`config.mk`:
```
export PLATFORM = sky130hd
export DESIGN_NAME = rom_dl_sched_flat
export DESIGN_NICKNAME = d
export VERILOG_FILES = /design/src/rtl/rom_dl_pkg.sv /design/src/rtl/rom_dl_sched_if.sv /design/src/rtl/rom_dl_fifo.sv /design/src/rtl/rom_dl_sched.sv /design/src/flat_wrapper.sv
export SDC_FILE = /design/constraint.sdc
export NUM_CORES = 1
export LEC_CHECK = 0
export ABC_AREA = 1
export CORE_UTILIZATION = 40
export CTS_CLUSTER_DIAMETER = 100
export CTS_CLUSTER_SIZE = 30
export DETAILED_ROUTE_END_ITERATION = 10
export HOLD_SLACK_MARGIN = 0.02
export MAX_ROUTING_LAYER = met4
export PLACE_DENSITY_LB_ADDON = 0.15
export SLEW_MARGIN = 25
export SYNTH_ARGS = -nofsm -noshare
export SYNTH_HDL_FRONTEND = slang
export SYNTH_SLANG_ARGS = --single-unit
export TNS_END_PERCENT = 100
```
`constraint.sdc`:
```
create_clock -name clk -period 3.8 [get_ports clk]
set_input_delay 0.38 -clock clk [delete_from_list [all_inputs] [get_ports clk]]
set_output_delay 0.38 -clock clk [all_outputs]
set_load 0.05 [all_outputs]
```
`src/rtl/rom_dl_pkg.sv`:
```
// Shared types and defaults for the ROM download scheduler.
package rom_dl_pkg;

  typedef enum logic [1:0] {
    ST_IDLE  = 2'd0,
    ST_ISSUE = 2'd1,
    ST_WAIT  = 2'd2
  } dl_state_e;

  typedef struct packed {
    logic [24:0] addr;
    logic [7:0]  data;
  } dl_entry_t;

  localparam logic [24:0] SP_BASE_DEF = 25'h10000;
  localparam logic [24:0] SP_END_DEF  = 25'h1C000;

endpackage

```
`src/rtl/rom_dl_sched_if.sv`:
```
// ioctl download stream plus the two SDRAM toggle-handshake write ports.
interface rom_dl_sched_if;
  logic        ioctl_download;
  logic [7:0]  ioctl_index;
  logic        ioctl_wr;
  logic [24:0] ioctl_addr;
  logic [7:0]  ioctl_dout;
  logic        ioctl_wait;
  logic        port1_req;
  logic        port1_ack;
  logic [22:0] port1_a;
  logic [1:0]  port1_ds;
  logic [15:0] port1_d;
  logic        port2_req;
  logic        port2_ack;
  logic [22:0] port2_a;
  logic [1:0]  port2_ds;
  logic [15:0] port2_d;

  modport master (
    input  ioctl_download, ioctl_index, ioctl_wr, ioctl_addr, ioctl_dout,
    input  port1_ack, port2_ack,
    output ioctl_wait,
    output port1_req, port1_a, port1_ds, port1_d,
    output port2_req, port2_a, port2_ds, port2_d
  );

  modport slave (
    output ioctl_download, ioctl_index, ioctl_wr, ioctl_addr, ioctl_dout,
    output port1_ack, port2_ack,
    input  ioctl_wait,
    input  port1_req, port1_a, port1_ds, port1_d,
    input  port2_req, port2_a, port2_ds, port2_d
  );
endinterface

```
`src/rtl/rom_dl_fifo.sv`:
```
// Small synchronous FIFO of pending download writes; clr restarts the pointers.
module rom_dl_fifo
  import rom_dl_pkg::*;
#(
  parameter  int DEPTH = 4,
  localparam int AW    = $clog2(DEPTH),
  localparam int CW    = AW + 1
) (
  input  logic          clk,
  input  logic          reset_n,
  input  logic          clr,
  input  logic          push,
  input  dl_entry_t     din,
  input  logic          pop,
  output dl_entry_t     dout,
  output logic [CW-1:0] count,
  output logic          full,
  output logic          empty
);

  dl_entry_t     mem_q [DEPTH];
  logic [AW-1:0] wptr_q, rptr_q, waddr;
  logic [CW-1:0] cnt_q;
  logic          do_push, do_pop;

  assign full    = (cnt_q == CW'(DEPTH));
  assign empty   = (cnt_q == '0);
  assign count   = cnt_q;
  assign dout    = mem_q[rptr_q];
  // A clear frees every slot, so a same-cycle push always lands in slot 0.
  assign do_push = push & (clr | ~full);
  assign do_pop  = pop & ~empty & ~clr;
  assign waddr   = clr ? '0 : wptr_q;

  always_ff @(posedge clk) begin
    if (do_push) mem_q[waddr] <= din;
  end

  always_ff @(posedge clk or negedge reset_n) begin
    if (!reset_n) begin
      wptr_q <= '0;
      rptr_q <= '0;
      cnt_q  <= '0;
    end else if (clr) begin
      wptr_q <= do_push ? AW'(1) : '0;
      rptr_q <= '0;
      cnt_q  <= do_push ? CW'(1) : '0;
    end else begin
      if (do_push) wptr_q <= wptr_q + AW'(1);
      if (do_pop)  rptr_q <= rptr_q + AW'(1);
      unique case ({do_push, do_pop})
        2'b10:   cnt_q <= cnt_q + CW'(1);
        2'b01:   cnt_q <= cnt_q - CW'(1);
        default: cnt_q <= cnt_q;
      endcase
    end
  end

endmodule

```
`src/rtl/rom_dl_sched.sv`:
```
// ioctl download -> SDRAM port1/port2 write scheduler with FIFO and back-pressure.
// Optional ROM_DL_CHECKSUM_EN adds dl_sum, a 16-bit sum of accepted bytes.
//   state    | meaning
//   ST_IDLE  | nothing outstanding, waiting for a queued byte
//   ST_ISSUE | latch FIFO head onto the ports, pop it, toggle requests
//   ST_WAIT  | waiting for every issued port to acknowledge
module rom_dl_sched
  import rom_dl_pkg::*;
#(
  parameter int          FIFO_DEPTH = 4,
  parameter logic [24:0] SP_BASE    = SP_BASE_DEF,
  parameter logic [24:0] SP_END     = SP_END_DEF
) (
  input  logic              clk,
  input  logic              reset_n,
  rom_dl_sched_if.master    bus,
  output logic              port_we,
  output logic              dl_active,
  output logic              dl_done,
  output logic              dl_err
`ifdef ROM_DL_CHECKSUM_EN
  ,
  output logic [15:0]       dl_sum
`endif
);

  localparam int CW = $clog2(FIFO_DEPTH) + 1;

  dl_state_e     state_q, state_d;
  logic          wr_q, dl_q, err_q, got_q, iss2_q;
  logic          p1_req_q, p2_req_q;
  logic [22:0]   p1_a_q, p2_a_q;
  logic [1:0]    p1_ds_q, p2_ds_q;
  logic [15:0]   p1_d_q, p2_d_q;
  logic          accept, drop, dl_rise, fifo_clr, pop, full, empty;
  logic          in_sprite, acks_ok;
  logic [CW-1:0] count;
  logic [23:0]   off;
  dl_entry_t     head, push_ent;

  assign dl_rise  = bus.ioctl_download & ~dl_q;
  assign accept   = bus.ioctl_wr & ~wr_q & bus.ioctl_download & (bus.ioctl_index == 8'd0);
  assign fifo_clr = dl_rise & (state_q == ST_IDLE);
  assign drop     = accept & full & ~fifo_clr;
  assign pop      = (state_q == ST_ISSUE);
  assign push_ent = '{addr: bus.ioctl_addr, data: bus.ioctl_dout};

  rom_dl_fifo #(.DEPTH(FIFO_DEPTH)) u_fifo (
    .clk     (clk),
    .reset_n (reset_n),
    .clr     (fifo_clr),
    .push    (accept),
    .din     (push_ent),
    .pop     (pop),
    .dout    (head),
    .count   (count),
    .full    (full),
    .empty   (empty)
  );

  assign in_sprite = (head.addr >= SP_BASE) && (head.addr < SP_END);
  assign off       = head.addr[23:0] - SP_BASE[23:0];
  assign acks_ok   = (bus.port1_ack == p1_req_q) && (!iss2_q || (bus.port2_ack == p2_req_q));

  always_comb begin
    state_d = state_q;
    unique case (state_q)
      ST_IDLE:  if (!empty && !fifo_clr) state_d = ST_ISSUE;
      ST_ISSUE: state_d = ST_WAIT;
      ST_WAIT:  if (acks_ok) state_d = empty ? ST_IDLE : ST_ISSUE;
      default:  state_d = ST_IDLE;
    endcase
  end

  always_ff @(posedge clk or negedge reset_n) begin
    if (!reset_n) state_q <= ST_IDLE;
    else          state_q <= state_d;
  end

  always_ff @(posedge clk or negedge reset_n) begin
    if (!reset_n) begin
      wr_q  <= 1'b0;
      dl_q  <= 1'b0;
      err_q <= 1'b0;
      got_q <= 1'b0;
    end else begin
      wr_q <= bus.ioctl_wr;
      dl_q <= bus.ioctl_download;
      if (dl_rise) err_q <= 1'b0;
      if (drop)    err_q <= 1'b1;
      if (dl_done) got_q <= 1'b0;
      if (accept)  got_q <= 1'b1;
    end
  end

  // Port outputs only move in ISSUE, so they hold through the whole handshake.
  always_ff @(posedge clk or negedge reset_n) begin
    if (!reset_n) begin
      p1_req_q <= 1'b0;
      p1_a_q   <= '0;
      p1_ds_q  <= 2'b01;
      p1_d_q   <= '0;
      p2_req_q <= 1'b0;
      p2_a_q   <= '0;
      p2_ds_q  <= 2'b01;
      p2_d_q   <= '0;
      iss2_q   <= 1'b0;
    end else if (state_q == ST_ISSUE) begin
      p1_req_q <= ~p1_req_q;
      p1_a_q   <= head.addr[23:1];
      p1_ds_q  <= {head.addr[0], ~head.addr[0]};
      p1_d_q   <= {2{head.data}};
      iss2_q   <= in_sprite;
      if (in_sprite) begin
        p2_req_q <= ~p2_req_q;
        p2_a_q   <= {off[23:16], off[13:0], off[15]};
        p2_ds_q  <= {off[14], ~off[14]};
        p2_d_q   <= {2{head.data}};
      end
    end
  end

`ifdef ROM_DL_CHECKSUM_EN
  logic [15:0] sum_q;

  always_ff @(posedge clk or negedge reset_n) begin
    if (!reset_n) begin
      sum_q <= '0;
    end else if (accept && !drop) begin
      sum_q <= (dl_rise ? 16'd0 : sum_q) + {8'd0, bus.ioctl_dout};
    end else if (dl_rise) begin
      sum_q <= '0;
    end
  end

  assign dl_sum = sum_q;
`endif

  assign bus.ioctl_wait = (count >= CW'(FIFO_DEPTH - 1)) | ((state_q != ST_IDLE) & ~empty);
  assign bus.port1_req  = p1_req_q;
  assign bus.port1_a    = p1_a_q;
  assign bus.port1_ds   = p1_ds_q;
  assign bus.port1_d    = p1_d_q;
  assign bus.port2_req  = p2_req_q;
  assign bus.port2_a    = p2_a_q;
  assign bus.port2_ds   = p2_ds_q;
  assign bus.port2_d    = p2_d_q;

  assign dl_active = bus.ioctl_download | (state_q != ST_IDLE) | ~empty;
  assign port_we   = bus.ioctl_download | dl_active;
  assign dl_done   = got_q & ~bus.ioctl_download & (state_q == ST_IDLE) & empty;
  assign dl_err    = err_q;

endmodule

```
`src/flat_wrapper.sv`:
```
// flat-port wrapper written by rule: the top's interface ports become plain ports
module rom_dl_sched_flat import rom_dl_pkg::*;
#(
  parameter int          FIFO_DEPTH = 4,
  parameter logic [24:0] SP_BASE    = SP_BASE_DEF,
  parameter logic [24:0] SP_END     = SP_END_DEF
)
  (clk, reset_n, port_we, dl_active, dl_done, dl_err, bus_ioctl_download, bus_ioctl_index, bus_ioctl_wr, bus_ioctl_addr, bus_ioctl_dout, bus_port1_ack, bus_port2_ack, bus_ioctl_wait, bus_port1_req, bus_port1_a, bus_port1_ds, bus_port1_d, bus_port2_req, bus_port2_a, bus_port2_ds, bus_port2_d);
  rom_dl_sched_if bus_i ();
  input  logic clk;
  input  logic reset_n;
  output logic port_we;
  output logic dl_active;
  output logic dl_done;
  output logic dl_err;
  input wire logic [$bits(bus_i.ioctl_download)-1:0] bus_ioctl_download;
  input wire logic [$bits(bus_i.ioctl_index)-1:0] bus_ioctl_index;
  input wire logic [$bits(bus_i.ioctl_wr)-1:0] bus_ioctl_wr;
  input wire logic [$bits(bus_i.ioctl_addr)-1:0] bus_ioctl_addr;
  input wire logic [$bits(bus_i.ioctl_dout)-1:0] bus_ioctl_dout;
  input wire logic [$bits(bus_i.port1_ack)-1:0] bus_port1_ack;
  input wire logic [$bits(bus_i.port2_ack)-1:0] bus_port2_ack;
  output wire logic [$bits(bus_i.ioctl_wait)-1:0] bus_ioctl_wait;
  output wire logic [$bits(bus_i.port1_req)-1:0] bus_port1_req;
  output wire logic [$bits(bus_i.port1_a)-1:0] bus_port1_a;
  output wire logic [$bits(bus_i.port1_ds)-1:0] bus_port1_ds;
  output wire logic [$bits(bus_i.port1_d)-1:0] bus_port1_d;
  output wire logic [$bits(bus_i.port2_req)-1:0] bus_port2_req;
  output wire logic [$bits(bus_i.port2_a)-1:0] bus_port2_a;
  output wire logic [$bits(bus_i.port2_ds)-1:0] bus_port2_ds;
  output wire logic [$bits(bus_i.port2_d)-1:0] bus_port2_d;
  assign bus_i.ioctl_download = bus_ioctl_download;
  assign bus_i.ioctl_index = bus_ioctl_index;
  assign bus_i.ioctl_wr = bus_ioctl_wr;
  assign bus_i.ioctl_addr = bus_ioctl_addr;
  assign bus_i.ioctl_dout = bus_ioctl_dout;
  assign bus_i.port1_ack = bus_port1_ack;
  assign bus_i.port2_ack = bus_port2_ack;
  assign bus_ioctl_wait = bus_i.ioctl_wait;
  assign bus_port1_req = bus_i.port1_req;
  assign bus_port1_a = bus_i.port1_a;
  assign bus_port1_ds = bus_i.port1_ds;
  assign bus_port1_d = bus_i.port1_d;
  assign bus_port2_req = bus_i.port2_req;
  assign bus_port2_a = bus_i.port2_a;
  assign bus_port2_ds = bus_i.port2_ds;
  assign bus_port2_d = bus_i.port2_d;
  rom_dl_sched #(.FIFO_DEPTH(FIFO_DEPTH), .SP_BASE(SP_BASE), .SP_END(SP_END)) u_core (.clk(clk), .reset_n(reset_n), .bus(bus_i), .port_we(port_we), .dl_active(dl_active), .dl_done(dl_done), .dl_err(dl_err));
endmodule
```
==> flow_summary.ini <==
[status]
status = finished, final reports clean

[yosys]
syn-mean-instance-area_um2 = 10.8
syn-num-nets = 848
synthCells = 797
yosys_warnings = 0
synth_top_area_share = 0.458
synth_seq_cells = 214
yosys-top-cells-area = edfxtp_1 46%, dfrtp_1 23%, nand2_1 11%, nand3_1 4.7%, o21ai_0 2.7%
ys_seq_area_frac = 0.696
synth_top_cell_by_area = edfxtp_1
ys_types = 36
synthArstFlopShare = 0.383
synth.cell_area_um2 = 8650
synthFlopType = edfxtp_1
synth_edf_count = 132

[sta]
slew_violations = 0
grt_setup_unrepaired = false
finalSetupViolCount = 0
relSlewSlack = 0.372
skew_ns = 0.0368
worst-slew-pin-transition_ns = 0.940
fin_setup_tns_ns = 0
fin_crit_sh = 0.781
holdWs_ns = 0.369
min_period_ns = 2.97
finalHoldViolations = 0
fmax_mhz = 337
fin_ws_ns = 0.833

[pwr]
fin_total_pwr_mw = 5.70
peakVddDrop_mv = 0.423
seq_power_share = 0.491
p_leak_nw = 4.32
p_per_area_nw_per_um2 = 544
p_clk_frac = 0.225
pwr-share-comb = 0.284
p_switching_mw = 1.95
p_int_mw = 3.75
switching_share = 0.341

[clock_network]
cts_buffer_depth = 3
h-tree-depth = 1
clock-sinks = 214
root_buffer = clkbuf_16
cts_setup_buffers = 0
cts-hold-fix-buffers = 1
cts_buffers = 11
insertion_delay_ns = 0.47
cts_tree = done
path_clk_slew_ns = 0.12
ctsResizeCount = 0

[critical_path]
cp-end-kind = flip-flop
worst_ep_required_time_ns = 4.21
path_class = reg -> reg
reg2reg_to = u_core.bus.port2_a[21]
crit_path_start = u_core.u_fifo.rptr_q[0]
start_kind = flip-flop
r2r_start = u_core.u_fifo.rptr_q[0]
rrSetupSlack_ns = 0.83
cp_max_fo = 50
r2r_cells = 11
cp.arrival_ns = 3.37

[detailed_routing]
drc = 0
top_layer_used = met4
dr_wl_met3_um = 1010
wl_per_cell_um = 17.1
dr.pass1.iters = 5
drt_iter0_drc = 340
ant_nets = 0
wl_met1_um = 9280
wl_met2_um = 9550
viasPerCell = 4.92
num_vias = 5836
finalWirelength_um = 20200

[layout]
final_common_cell = nand2_1
num_antenna_cells = 0
num-nets-final = 957
layout_common_cells = 262 x nand2_1, 134 x clkdlybuf4s50_1, 132 x edfxtp_1
final_cell_count_no_fill = 1185
finish.utilization = 0.497
drive_above_1_share = 0.0473
design_area_um2 = 10500
area_growth_pct = 21.2

[place]
post-place-ws_ns = 0.695
placed_area_um2 = 10100
place.gp.congestion = 0.794
portBuffers = 135
place_inst = 1167
hpwl_um = 12500

[floorplan]
core_um2 = 21100
die_x_um = 149
dieArea_um2 = 22200
rows = 53
initial_core_util = 0.410
die_h_um = 149
pin_count = 136

[job]
timing.max_cap.violations = 0

[global_routing]
grt_use_total = 0.195
grt_pass1_wl_um = 31700
grt_pass1_vias = 5642
overflow = 0
grt_max_degree = 70
antenna_found_initial = 0

[min_path]
hold_end = u_core.dl_q
hp-start = bus_ioctl_download
hold_class = in -> reg
min_path_cells = 1
==> metal layers <==
metal  GRT usage  vias to the layer above
met5           -                        -
met4      0.0490                        0
met3      0.0312                       25
met2       0.309                      132
met1       0.263                     2839
li1            -                     2840
==> logic make-up after synthesis <==
kind of cell | count (synthesis) | synth area share
simple gates | 402 | 0.192
fa+ha+maj | 4 | 0.00666
compound gates | 72 | 0.0447
flops | 214 | 0.696
xor+xnor | 2 | 0.00203
buf+inv | 103 | 0.0585
==> final cells by class <==
cell class	count	area (um2)
Fill cell	1947	10600
Multi-Input combinational cell	480	2150
Inverter	51	191
Timing Repair Buffer	148	1450
Clock inverter	1	30.0
Sequential cell	214	6020
Tap cell	275	344
Clock buffer	16	295
==> how the worst max path moves through the flow <==
stage | endpoint | slack, ns | depth (start not counted)
2_1_floorplan | u_core.u_fifo.mem_q[1][0] | -0.18 | 7
3_3_place_gp | u_core.u_fifo.count[2] | 0.76 | 13
6_report | u_core.bus.port2_a[21] | 0.83 | 11
3_5_place_dp | u_core.u_fifo.count[2] | 0.69 | 13
4_1_cts | u_core.bus.port2_a[21] | 0.81 | 11
5_1_grt | u_core.bus.port2_a[7] | 0.58 | 13
==> Yosys cell counts (2+ instances only) <==
cell        n
nand2_1   262
edfxtp_1  132
nand3_1    81
dfrtp_1    80
inv_1      48
o21ai_0    46
nor2_1     44
buf_4      18
clkbuf_1   17
buf_2      11
a21oi_1    10
o22ai_1     8
buf_6       5
nor3_1      4
ha_1        3
o21ai_1     3
or2_2       3
dfstp_2     2
inv_2       2
nor2_2      2
==> power by group through the flow <==
stage,Sequential (mW),Combinational (mW),Clock (mW)
final,2.80,1.62,1.28
after global routing,2.83,1.70,1.40
after CTS,2.81,1.63,1.32
after detailed placement,2.85,1.63,0
after global placement,2.85,1.62,0
after floorplan,3.51,0.406,0
==> state kept, by name, summed over array words and instances (netlist names), 3 cells and up <==
| register | count |
|---|---|
| u_core.bus.port2_d | 8 |
| u_core.bus.port1_d | 8 |
| u_core.u_fifo.mem_q | 132 |
| u_core.bus.port1_a | 23 |
| u_core.bus.port2_a | 23 |
| u_core.u_fifo.count | 3 |
==> worst max-delay path: stages (launching register included) <==
cell	delay [ns]
dfrtp_2	0.43
inv_2	0.67
nand2_1	0.13
nand3_1	0.15
nand2_1	0.15
nand3_1	0.12
nand2_1	0.07
nor2_2	0.19
nand2_2	0.27
nand2_4	0.42
nand2_1	0.17
nand2_1	0.10
Note: power is estimated with default switching activity, not from simulation.
